<file path="src/rtl/axi_lite_mem_slave_if.sv">
// Five-channel rdy/ack bus between an AXI-lite-style master and the memory slave.
// Each channel uses X_rdy as its valid and X_ack as its accept.
interface axi_lite_mem_slave_if #(
  parameter int AW = 6,
  parameter int DW = 32
);
  logic            aw_rdy;
  logic            aw_ack;
  logic [AW-1:0]   aw;
  logic            w_rdy;
  logic            w_ack;
  logic [DW-1:0]   w;
  logic [DW/8-1:0] w_strb;
  logic            b_rdy;
  logic            b_ack;
  logic [1:0]      b;
  logic            ar_rdy;
  logic            ar_ack;
  logic [AW-1:0]   ar;
  logic            r_rdy;
  logic            r_ack;
  logic [DW-1:0]   r;
  logic [1:0]      r_resp;

  modport slave (
    input  aw_rdy, aw, w_rdy, w, w_strb, b_ack, ar_rdy, ar, r_ack,
    output aw_ack, w_ack, b_rdy, b, ar_ack, r_rdy, r, r_resp
  );

  modport master (
    output aw_rdy, aw, w_rdy, w, w_strb, b_ack, ar_rdy, ar, r_ack,
    input  aw_ack, w_ack, b_rdy, b, ar_ack, r_rdy, r, r_resp
  );
endinterface

</file>
<file path="src/rtl/axi_lite_mem_slave.sv">
// Register-array memory behind an AXI-lite-style slave: byte-strobed writes,
// SLVERR for out-of-range word addresses and a fixed read latency of RD_LAT.
module axi_lite_mem_slave #(
  parameter int AW     = 6,
  parameter int DW     = 32,
  parameter int DEPTH  = 16,
  parameter int RD_LAT = 1
) (
  input  logic                   clk,
  input  logic                   rst,
  axi_lite_mem_slave_if.slave    bus
);
  localparam int NB    = DW / 8;
  localparam int CNT_W = (RD_LAT > 1) ? $clog2(RD_LAT) : 1;
  localparam logic [AW:0] DEPTH_EXT = (AW + 1)'(DEPTH);

  typedef enum logic [1:0] {RD_IDLE, RD_WAIT, RD_RESP} rd_state_t;

  logic [DW-1:0]    mem_reg [DEPTH];
  logic             aw_full_reg;
  logic [AW-1:0]    aw_addr_reg;
  logic             w_full_reg;
  logic [DW-1:0]    w_data_reg;
  logic [NB-1:0]    w_strb_reg;
  logic             b_rdy_reg;
  logic [1:0]       b_reg;
  logic             commit;
  logic             aw_in_range;
  logic [DEPTH-1:0] word_we;

  rd_state_t        rd_state_reg, rd_state_next;
  logic [CNT_W-1:0] cnt_reg, cnt_next;
  logic [AW-1:0]    ar_addr_reg, ar_addr_next;
  logic [DW-1:0]    r_reg, r_next;
  logic [1:0]       r_resp_reg, r_resp_next;
  logic [DW-1:0]    rd_word;
  logic             ar_in_range;
  logic             ar_ack_int;
  logic             r_rdy_int;

  // Acks are forced low while reset is asserted so every output reads 0.
  assign bus.aw_ack = rst && !aw_full_reg;
  assign bus.w_ack  = rst && !w_full_reg;
  assign bus.b_rdy  = b_rdy_reg;
  assign bus.b      = b_reg;
  assign bus.ar_ack = ar_ack_int;
  assign bus.r_rdy  = r_rdy_int;
  assign bus.r      = r_reg;
  assign bus.r_resp = r_resp_reg;

  assign commit      = aw_full_reg && w_full_reg && !b_rdy_reg;
  assign aw_in_range = {1'b0, aw_addr_reg} < DEPTH_EXT;
  assign ar_in_range = {1'b0, ar_addr_reg} < DEPTH_EXT;

  always_ff @(posedge clk or negedge rst) begin
    if (!rst) begin
      aw_full_reg <= 1'b0;
      aw_addr_reg <= '0;
      w_full_reg  <= 1'b0;
      w_data_reg  <= '0;
      w_strb_reg  <= '0;
      b_rdy_reg   <= 1'b0;
      b_reg       <= 2'd0;
    end else begin
      if (commit) begin
        aw_full_reg <= 1'b0;
        w_full_reg  <= 1'b0;
        b_rdy_reg   <= 1'b1;
        b_reg       <= aw_in_range ? 2'd0 : 2'd2;
      end else if (b_rdy_reg && bus.b_ack) begin
        b_rdy_reg <= 1'b0;
      end
      if (bus.aw_rdy && bus.aw_ack) begin
        aw_full_reg <= 1'b1;
        aw_addr_reg <= bus.aw;
      end
      if (bus.w_rdy && bus.w_ack) begin
        w_full_reg <= 1'b1;
        w_data_reg <= bus.w;
        w_strb_reg <= bus.w_strb;
      end
    end
  end

  // Out-of-range addresses match no word, so the memory is left untouched.
  for (genvar gi = 0; gi < DEPTH; gi++) begin : g_word_we
    assign word_we[gi] = commit && (aw_addr_reg == AW'(gi));
  end

  always_ff @(posedge clk or negedge rst) begin
    if (!rst) begin
      for (int i = 0; i < DEPTH; i++) begin
        mem_reg[i] <= '0;
      end
    end else begin
      for (int i = 0; i < DEPTH; i++) begin
        for (int j = 0; j < NB; j++) begin
          if (word_we[i] && w_strb_reg[j]) begin
            mem_reg[i][8*j +: 8] <= w_data_reg[8*j +: 8];
          end
        end
      end
    end
  end

  always_comb begin
    rd_word = '0;
    for (int i = 0; i < DEPTH; i++) begin
      if (ar_addr_reg == AW'(i)) begin
        rd_word = mem_reg[i];
      end
    end
  end

  always_ff @(posedge clk or negedge rst) begin
    if (!rst) begin
      rd_state_reg <= RD_IDLE;
      cnt_reg      <= '0;
      ar_addr_reg  <= '0;
      r_reg        <= '0;
      r_resp_reg   <= 2'd0;
    end else begin
      rd_state_reg <= rd_state_next;
      cnt_reg      <= cnt_next;
      ar_addr_reg  <= ar_addr_next;
      r_reg        <= r_next;
      r_resp_reg   <= r_resp_next;
    end
  end

  // The sample edge reads mem_reg before any same-edge commit lands: old data wins.
  always_comb begin
    rd_state_next = rd_state_reg;
    cnt_next      = cnt_reg;
    ar_addr_next  = ar_addr_reg;
    r_next        = r_reg;
    r_resp_next   = r_resp_reg;
    ar_ack_int    = 1'b0;
    r_rdy_int     = 1'b0;
    case (rd_state_reg)
      RD_IDLE: begin
        ar_ack_int = rst;
        if (bus.ar_rdy && ar_ack_int) begin
          rd_state_next = RD_WAIT;
          cnt_next      = CNT_W'(RD_LAT - 1);
          ar_addr_next  = bus.ar;
        end
      end
      RD_WAIT: begin
        if (cnt_reg == '0) begin
          rd_state_next = RD_RESP;
          r_next        = ar_in_range ? rd_word : '0;
          r_resp_next   = ar_in_range ? 2'd0 : 2'd2;
        end else begin
          cnt_next = cnt_reg - CNT_W'(1);
        end
      end
      RD_RESP: begin
        r_rdy_int = 1'b1;
        if (bus.r_ack) begin
          rd_state_next = RD_IDLE;
        end
      end
      default: rd_state_next = RD_IDLE;
    endcase
  end
endmodule

</file>
<file path="src/flat_wrapper.sv">
// flat-port wrapper written by rule: the top's interface ports become plain ports
module axi_lite_mem_slave_flat 
#(
  parameter int AW     = 6,
  parameter int DW     = 32,
  parameter int DEPTH  = 16,
  parameter int RD_LAT = 1
)
  (clk, rst, bus_aw_rdy, bus_aw, bus_w_rdy, bus_w, bus_w_strb, bus_b_ack, bus_ar_rdy, bus_ar, bus_r_ack, bus_aw_ack, bus_w_ack, bus_b_rdy, bus_b, bus_ar_ack, bus_r_rdy, bus_r, bus_r_resp);
  axi_lite_mem_slave_if #(.AW(AW), .DW(DW)) bus_i ();
  input  logic clk;
  input  logic rst;
  input wire logic [$bits(bus_i.aw_rdy)-1:0] bus_aw_rdy;
  input wire logic [$bits(bus_i.aw)-1:0] bus_aw;
  input wire logic [$bits(bus_i.w_rdy)-1:0] bus_w_rdy;
  input wire logic [$bits(bus_i.w)-1:0] bus_w;
  input wire logic [$bits(bus_i.w_strb)-1:0] bus_w_strb;
  input wire logic [$bits(bus_i.b_ack)-1:0] bus_b_ack;
  input wire logic [$bits(bus_i.ar_rdy)-1:0] bus_ar_rdy;
  input wire logic [$bits(bus_i.ar)-1:0] bus_ar;
  input wire logic [$bits(bus_i.r_ack)-1:0] bus_r_ack;
  output wire logic [$bits(bus_i.aw_ack)-1:0] bus_aw_ack;
  output wire logic [$bits(bus_i.w_ack)-1:0] bus_w_ack;
  output wire logic [$bits(bus_i.b_rdy)-1:0] bus_b_rdy;
  output wire logic [$bits(bus_i.b)-1:0] bus_b;
  output wire logic [$bits(bus_i.ar_ack)-1:0] bus_ar_ack;
  output wire logic [$bits(bus_i.r_rdy)-1:0] bus_r_rdy;
  output wire logic [$bits(bus_i.r)-1:0] bus_r;
  output wire logic [$bits(bus_i.r_resp)-1:0] bus_r_resp;
  assign bus_i.aw_rdy = bus_aw_rdy;
  assign bus_i.aw = bus_aw;
  assign bus_i.w_rdy = bus_w_rdy;
  assign bus_i.w = bus_w;
  assign bus_i.w_strb = bus_w_strb;
  assign bus_i.b_ack = bus_b_ack;
  assign bus_i.ar_rdy = bus_ar_rdy;
  assign bus_i.ar = bus_ar;
  assign bus_i.r_ack = bus_r_ack;
  assign bus_aw_ack = bus_i.aw_ack;
  assign bus_w_ack = bus_i.w_ack;
  assign bus_b_rdy = bus_i.b_rdy;
  assign bus_b = bus_i.b;
  assign bus_ar_ack = bus_i.ar_ack;
  assign bus_r_rdy = bus_i.r_rdy;
  assign bus_r = bus_i.r;
  assign bus_r_resp = bus_i.r_resp;
  axi_lite_mem_slave #(.AW(AW), .DW(DW), .DEPTH(DEPTH), .RD_LAT(RD_LAT)) u_core (.clk(clk), .rst(rst), .bus(bus_i));
endmodule
</file>
<file path="config.mk">
export PLATFORM = sky130hd
export DESIGN_NAME = axi_lite_mem_slave_flat
export DESIGN_NICKNAME = d
export VERILOG_FILES = /design/src/rtl/axi_lite_mem_slave_if.sv /design/src/rtl/axi_lite_mem_slave.sv /design/src/flat_wrapper.sv
export SDC_FILE = /design/constraint.sdc
export NUM_CORES = 1
export LEC_CHECK = 0
export ABC_AREA = 1
export CAP_MARGIN = 20
export CORE_MARGIN = 2
export CORE_UTILIZATION = 30
export DETAILED_ROUTE_END_ITERATION = 10
export GPL_ROUTABILITY_DRIVEN = 1
export SLEW_MARGIN = 5
export SYNTH_ARGS = -nofsm -noshare
export SYNTH_HDL_FRONTEND = slang
export SYNTH_SLANG_ARGS = --single-unit
</file>
<file path="constraint.sdc">
create_clock -name clk -period 2.6 [get_ports clk]
set_input_delay 0.52 -clock clk [delete_from_list [all_inputs] [get_ports clk]]
set_output_delay 0.52 -clock clk [all_outputs]
set_load 0.05 [all_outputs]
</file>
Yosys cells after proc, flatten, opt, wreduce, memory -nomap -nowiden
Index checks and enable logic that the tools add are counted.

operators by class
  add/subtract/negate cells = 1
  magnitude comparators = 2
  eq/ne operators = 35
  mux-type cells = 33
  bitwise logic cells = 1
  reduce and logical (&&, ||, !) cells = 102

operators with widths
  cell                 number
  $mux 32              17
  $eq 6x4->1 const B   16
  $logic_and 1x1->1    88
  $eq 6x3->1 const B   8
  $eq 6x2->1 const B   4
  $eq 6x1->1 const B   2
  $logic_not 6->1      2
  $lt 6x5->1 const B   2
  $mux 2               5
  $mux 1               9
  $reduce_bool 2->1    4
  $pmux 2 s3           1
  $reduce_and 2->1     3
  $ne 2x2->1 const B   2
  $logic_not 1->1      3
  $reduce_and 3->1     1
  $eq 2x1->1 const B   1
  $eq 2x2->1 const B   1
  $logic_not 2->1      1
  $ne 2x1->1 const B   1
  $pmux 1 s2           1
  $not 1->1            1
  $sub 1x1->1 const B  1

word-level totals
  register bits = 602
  input bits = 55
  output and inout port bits = 41

Depth between registers and ports, before layout
Gate-level depths: netlist of the first run.

  depth after elaboration = 18
  mapped depth = 17
  depth with buffers taken out = 16

Worst setup path before layout of the first run
Ideal clock, no wire load.

  kind = input port to flip-flop
  start = input rst
  end = register u_core.ar_addr_reg[0]
  arrival time = 2.224 ns
  path slack = 0.245 ns
  stages on the path = 6
  cells stage by stage = inv_1 > nor3_1 > nand2_1 > inv_1 > clkbuf_1 > o21ai_0

between the ends
  longest elaborated chain between the ends = 2

RTL lines
  what                        RTL line                   source
  start: declaration          flat_wrapper.sv:12         input logic rst;
  $logic_and 1x1->1           axi_lite_mem_slave.sv:143  if (bus.ar_rdy && ar_ack_int) begin
  $reduce_and 2->1 (no line)  -
  end signal: assignment      axi_lite_mem_slave.sv:125  ar_addr_reg <= ar_addr_next;
  end: declaration            axi_lite_mem_slave.sv:33   logic [AW-1:0] ar_addr_reg, ar_addr_next;

No other way between the ends.
A chain may end at the register's enable or synchronous reset.

Worst setup path in the final report of the first run
  start = register u_core.rd_state_reg[0]
  end = output bus_r_rdy

between the ends
  longest elaborated chain between the ends = 2

RTL lines
  what                      RTL line                   source
  start: declaration        axi_lite_mem_slave.sv:31   rd_state_t rd_state_reg, rd_state_next;
  start signal: assignment  axi_lite_mem_slave.sv:123  rd_state_reg <= rd_state_next;
  $eq 2x2->1                axi_lite_mem_slave.sv:140  case (rd_state_reg)
  $mux 1                    axi_lite_mem_slave.sv:140
  end: declaration          flat_wrapper.sv:27         output wire logic [$bits(bus_i.r_rdy)-1:0] bus_r_rdy;

No other way between the ends.

==> results of run 1 <==
per-layer routing:
layer	global-route usage, %	part of all wire [%]	up-vias	wire, um
met4	4.39	2.3	6	1700
li1	-	-	10100	-
met1	24.2	47	10100	34800
met5	0	0.056	-	41
met2	25.7	45	531	32900
met3	2.17	5.5	97	4010
power by group:
part	total, uW	internal, uW	switching (uW)
registers	14000	12300	1690
logic	6780	2000	4780
clock network	7990	4400	3590
critical path, cell delays in order, from the launching register on:
cell and delay (ns):
dfrtp_1 0.40, nor2_1 0.17, clkdlybuf4s50_1 0.83
worst paths after layout:
| path | startpoint | to | cells after the start |
|---|---|---|---|
| setup / recovery | u_core.rd_state_reg[0] | bus_r_rdy | 2 |
| hold / removal | bus_b_ack | u_core.bus.b_rdy | 2 |
| setup reg to reg | u_core.ar_addr_reg[0] | u_core.bus.r[4] | 14 |
| hold reg to reg | u_core.bus.b[1] | u_core.bus.b[1] | 2 |
| max in group asynchronous | rst | u_core.mem_reg[49] | 5 |
| min in group asynchronous | rst | u_core.mem_reg[21] | 3 |
layout make-up:
| class | instances | area share, % |
|---|---|---|
| Sequential cell | 599 | 49.6 |
| Multi-Input combinational cell | 2126 | 31.8 |
| Timing Repair Buffer | 173 | 5.58 |
| Clock buffer | 84 | 5.39 |
| Tap cell | 1155 | 4.79 |
| Inverter | 195 | 2.42 |
| Clock inverter | 16 | 0.365 |
| Antenna cell | 3 | 0.0249 |
cell families after synthesis:
| family | share of synthesized area [%] |
|---|---|
| flops | 57.6 |
| buf+inv | 5.80 |
| simple gates | 23.5 |
| compound gates | 12.8 |
| other cells | 0.0144 |
| mux | 0.303 |
repair_timing:
action,4_1_cts,5_1_grt
hold endpoints to repair,17,0
setup endpoints to repair,0,21
resized for setup,0,6
hold buffers,1,0
per-stage QoR:
| step | hold slack [ns] | instances | setup slack (ns) | power, uW | utilization, % |
|---|---|---|---|---|---|
| after detailed placement | 0.462 | 4247 | 0.177 | 20900 | 32.9 |
| after global routing | 0.459 | 4348 | 0.00293 | 30600 | 35.0 |
| after global placement | 0.455 | 4247 | 0.206 | 20700 | 32.9 |
| final | 0.462 | 4351 | 0.0751 | 28700 | 35.0 |
| after floorplan | 0.224 | 3104 | 0.245 | 18100 | - |
| after CTS | 0.436 | 4348 | 0.0490 | 28900 | 34.9 |
layout by cell type, fill, tap and decap left out, types with 2 or more instances in the layout:
cell and count:
nor2_1 168, clkbuf_16 57, nor2_4 3, nor2_2 14, nand4_1 90, o21ai_1 9
nand3_1 97, mux2_2 7, o21ai_0 546, nor3_2 5, clkinvlp_4 2, a21oi_1 111
nor3_1 4, or2_2 21, conb_1 2, diode_2 3, clkdlybuf4s50_1 89, nor4_2 6
clkbuf_8 10, inv_1 193, nand2_1 1025, clkinv_2 13, buf_4 69, dfrtp_1 599
or2_0 3, buf_12 12, clkbuf_1 17, nand3_2 2, nand3_4 10
==> results by group, run 1 <==
Power
  – Worst IR Drop VDD: 0.498 mV
  – Static leakage: 0.0136 uW
  – Power Density: 952 mW/mm^2

Synthesis
  – Seq/Total Area, Yosys: 57.6%
  – Top cell type's share of synthesized area: 57.6%
  – Number of enable flip-flop cells after synthesis: 0
  – Synth area leader: dfrtp_1
  – Synth top cells by count: nand2_1 (1,027), dfrtp_1 (599), o21ai_0 (546), inv_1 (193), nor2_1 (182)
  – Cell Area, Synth: 0.0260 mm^2
  – Syn Area/Cell: 8.38 um^2
  – Post-synthesis register bit count: 599
  – Post-Syn Instances: 3,103
  – Ys flop type: dfrtp_1
  – Area contributors post-synth: dfrtp_1 (58%), nand2_1 (15%), o21ai_0 (11%), inv_1 (2.8%), nor2_1 (2.6%)
  – Post-synth cell types: 27
  – FFs w/ async S/R, synth: 100%
  – Warnings, synthesis: 0
  – Count leader, synth: nand2_1

Critical path
  – Worst EP arrival: 2.00 ns
  – Worst setup EP type: output port
  – CP Max Fanout: 3
  – Reg-to-reg setup timing slack: 0.25 ns
  – Startpoint Class: register
  – WP data required: 2.08 ns
  – Setup CP Type: reg -> out

Floorplan
  – Die X: 298 um
  – Area of the core: 0.0863 mm^2
  – Die Y: 298 um
  – I/O Pins: 96
  – Standard-cell row count: 108
  – Starting Density: 30.1%
  – Die area: 0.0891 mm^2

Global route
  – First-pass GRT wire length: 118,000 um
  – GRT overflow: 0
  – Vias in the first global route: 19,600
  – Initial antenna violation count: 4
  – Largest net degree at the start of global routing: 175
  – GRT Overall Usage: 16.5%

STA
  – Fin crit period: 2.52 ns
  – Max_slew headroom: 31.5%
  – Final Hold Vio Count: 0
  – Setup TNS: 0 ns
  – Fin crit share: 97.1%
  – Max Clk Rate: 396 MHz
  – Final Setup Violations: 0
  – Post-Route Skew: 0.0149 ns
  – RSZ-0062 raised after global routing: no
  – Least-Margin Pin Slew: 1.03 ns
  – Max-slew violation count: 0

Detailed routing
  – DR pass1 iterations: 6
  – Wirelength per Cell: 16.9 um
  – Via Count: 20,800
  – Final wirelength: 73,400 um
  – Post-route ant nets: 0
  – Iter 0 DRT Violations: 2,298
  – DR vias/cell: 4.79
  – DRC Markers: 0

CTS
  – CTS tree: yes
  – CTS buffer count: 57
  – Clock slew at reported path FFs: 0.06 ns
  – # Post-CTS Setup Buffers: 0
  – Clk_lat worst skew: 0.62 ns
  – Htree depth: 2
  – Max clock buf depth: 3
  – Clk sinks: 599
  – CTS root buffer: clkbuf_16

Layout
  – Footprint of the multi-input gates: 0.00960 mm^2
  – Final net count: 3,207
  – Register area: 0.0150 mm^2
  – Layout cell share with drive strength beyond 1: 7.45%
  – Max FFs per register: 512
  – Area growth syn-to-layout: 16.1%
  – Fin area: 0.0302 mm^2
  – Fillers: 8,927

Placement
  – Final Wtd Congestion: 0.832
  – DP HPWL: 48,600 um
  – DP Area: 0.0284 mm^2
  – Port-buffer cells: 93

Run
  – Max_cap viols: 0

Min path
  – Hold Path Class: in -> reg

Status
  – Status: finished, final reports clean
No activity file was read; power rests on OpenSTA's default activity.
==> inputs of run 2 (changes only) <==
--- a/config.mk
+++ b/config.mk
@@ -11,7 +11,7 @@
 export CORE_UTILIZATION = 30
 export DETAILED_ROUTE_END_ITERATION = 10
 export GPL_ROUTABILITY_DRIVEN = 1
-export SLEW_MARGIN = 5
+export SLEW_MARGIN = 40
 export SYNTH_ARGS = -nofsm -noshare
 export SYNTH_HDL_FRONTEND = slang
 export SYNTH_SLANG_ARGS = --single-unit
==> constraint.sdc (replaced) <==
create_clock -name clk -period 2.7 [get_ports clk]
set_input_delay 0.54 -clock clk [delete_from_list [all_inputs] [get_ports clk]]
set_output_delay 0.54 -clock clk [all_outputs]
set_load 0.05 [all_outputs]
==> run 2 against run 1 <==
Effect of this change:
- total power increased by 1.0%
- clock power is 13% higher
- global-route usage increased by 0.093 points
- first-iteration DRC count fell by 19%
- non-clock buffer count down 9
- combinational power shrank 3%
- count of clock-buffer cells in the layout is 6 lower
- worst hold slack gained 0.0083 ns
- largest power group unchanged
==> results by group, run 2 (same netlist as run 1, synthesis figures left out) <==
Status
  – Status: finished, final reports clean

Layout
  – Area growth syn-to-layout: 17.6%
  – Fin area: 0.0306 mm^2 (+1.3%)
  – Final net count: 3,199 (-0.25%)
  – Commonest cells after routing, fill and taps aside: nand2_1 (1,026), dfrtp_1 (599), o21ai_0 (546)
  – Core Util, Final: 35.4% (+0.45 points)
  – Commonest non-fill, non-tap cell in the layout: nand2_1
  – Layout cell share with drive strength beyond 1: 7.61% (+0.16 points)
  – Max FFs per register: 512 (unchanged)
  – Total inserted antenna cells: 0 (-3)

Floorplan
  – Area of the core: 0.0863 mm^2 (unchanged)
  – I/O Pins: 96 (unchanged)
  – Starting Density: 30.1% (unchanged)
  – Die Y: 298 um (unchanged)
  – Die X: 298 um (unchanged)
  – Standard-cell row count: 108 (unchanged)
  – Die area: 0.0891 mm^2 (unchanged)

CTS
  – Max clock buf depth: 3 (unchanged)
  – Clk_lat worst skew: 0.62 ns (about the same)
  – Htree depth: 2 (unchanged)
  – Clock slew at reported path FFs: 0.07 ns (about the same)
  – CTS buffer count: 58 (+1.8%)
  – Clk sinks: 599 (unchanged)
  – CTS resizes: 0 (unchanged)
  – # Post-CTS Setup Buffers: 0 (unchanged)
  – CTS tree: yes
  – Post-CTS Hold Buffers: 1 (unchanged)
  – CTS root buffer: clkbuf_16

Detailed routing
  – Post-route ant nets: 0 (unchanged)
  – Wirelength per Cell: 16.9 um (+0.41%)
  – DR pass1 iterations: 5 (-1)
  – Final wirelength: 73,700 um (+0.34%)
  – Via Count: 20,800 (-0.043%)
  – DR vias/cell: 4.79 (about the same)
  – DRC Markers: 0 (unchanged)
  – Iter 0 DRT Violations: 1,869 (-19%)

Placement
  – DP HPWL: 48,500 um (about the same)
  – Port-buffer cells: 93 (unchanged)
  – Final Wtd Congestion: 0.837 (+0.54%)
  – DP Area: 0.0284 mm^2 (about the same)

STA
  – Max Clk Rate: 379 MHz
  – Max_slew headroom: 46.0% (+14 points)
  – Final Setup Violations: 0 (unchanged)
  – Fin crit period: 2.64 ns
  – Post-Route Skew: 0.0153 ns (+0.000419 ns)
  – Max-slew violation count: 0 (unchanged)
  – Setup TNS: 0 ns (unchanged)
  – RSZ-0062 raised after global routing: no
  – Fin crit share: 97.8%
  – Final hold slack: 0.470 ns (+0.00834 ns)
  – Least-Margin Pin Slew: 0.810 ns (-0.217 ns)
  – Final Hold Vio Count: 0 (unchanged)

Critical path
  – Worst setup EP type: output port
  – Setup CP Type: in -> out
  – CP Max Fanout: 3 (unchanged)
  – Worst reg2reg path depth: 14 (unchanged)
  – Reg-to-reg setup timing slack: 0.22 ns (-0.03 ns)
  – Worst EP arrival: 2.10 ns (+0.10 ns)
  – Startpoint Class: input port
  – Worst R2R Start: u_core.ar_addr_reg[4]
  – R2r endpoint: u_core.bus.r[1]
  – WP data required: 2.16 ns (+0.08 ns)

Global route
  – GRT Overall Usage: 16.6% (+0.093 points)
  – Initial antenna violation count: 5 (+1)
  – GRT overflow: 0 (unchanged)
  – First-pass GRT wire length: 119,000 um (+1.2%)
  – Vias in the first global route: 20,000 (+1.8%)
  – Largest net degree at the start of global routing: 138 (-21%)

Power
  – Power Density: 949 mW/mm^2 (-0.27%)
  – Worst IR Drop VDD: 0.538 mV (+7.9%)
  – Design Power: 29,000 uW (+1.0%)
  – Static leakage: 0.0138 uW (+1.3%)

Min path
  – Hold Crit Start: u_core.bus.b[1]
  – Hold path depth: 2 (unchanged)
  – Hold Path Sink: u_core.bus.b[1]
  – Hold Path Class: reg -> reg

Run
  – Max_cap viols: 0 (unchanged)
-- run 2: cell count changes in the layout (fill, tap and decap cells not counted), sizes merged --
cell      previous run  this run
clkinv              14        17
clkbuf              84        78
buf                 83        74
bufinv               1        11
diode                3         0
clkinvlp             2         4
-- run 2: how the worst max path moves through the flow --
stage	start	to	slack, ns
2_1_floorplan	rst	u_core.ar_addr_reg[0]	0.32
3_3_place_gp	u_core.ar_addr_reg[4]	u_core.bus.r[1]	0.37
3_5_place_dp	u_core.ar_addr_reg[4]	u_core.bus.r[1]	0.34
4_1_cts	rst	bus_ar_ack	0.05
5_1_grt	u_core.ar_addr_reg[0]	u_core.bus.r[0]	0.02
6_report	rst	bus_ar_ack	0.06
-- run 2: area by class of cell --
type	count	area, um^2
Inverter	195	732
Clock inverter	31	448
Clock buffer	78	1680
Tap cell	1155	1450
Multi-Input combinational cell	2126	9580
Timing Repair Buffer	164	1710
Fill cell	8853	55800
Sequential cell	599	15000
-- run 2: worst max-delay path: stages --
cell	delay, ns
dlygate4sd3_1	0.56
buf_8	0.12
inv_1	0.17
nor3_1	0.49
buf_12	0.21
-- run 2: metal layers --
metal  vias to the layer above  part of all wire, %  GRT usage [%]
met5                         -                0.080              0
met4                        10                  2.4           4.57
met2                       482                   45           25.9
met3                       113                  4.8           2.33
met1                     10100                   48           24.1
li1                      10100                    -              -
-- run 2: through the flow --
stage / setup slack, ns / cells
finish: 0.0582 / 4348
global route: 0.0210 / 4348
CTS: 0.0529 / 4347
detailed placement: 0.341 / 4237
global placement: 0.375 / 4235
floorplan: 0.325 / 3104
-- run 2: power breakdown --
group          internal [uW]  total, uW  switching [uW]  leakage (uW)
Combinational           1930       6600            4670       0.00464
Sequential             11800      13400            1590       0.00813
Clock                   5410       9010            3600       0.00104
==> inputs of run 3 (changes only) <==
--- a/config.mk
+++ b/config.mk
@@ -6,11 +6,12 @@
 export NUM_CORES = 1
 export LEC_CHECK = 0
 export ABC_AREA = 1
-export CAP_MARGIN = 20
+export CAP_MARGIN = 15
 export CORE_MARGIN = 2
 export CORE_UTILIZATION = 30
 export DETAILED_ROUTE_END_ITERATION = 10
 export GPL_ROUTABILITY_DRIVEN = 1
+export HOLD_SLACK_MARGIN = 0.12
 export SLEW_MARGIN = 40
 export SYNTH_ARGS = -nofsm -noshare
 export SYNTH_HDL_FRONTEND = slang
==> results of run 3 <==
Same layout as run 2: the final DEF is identical, and so are final timing and power.
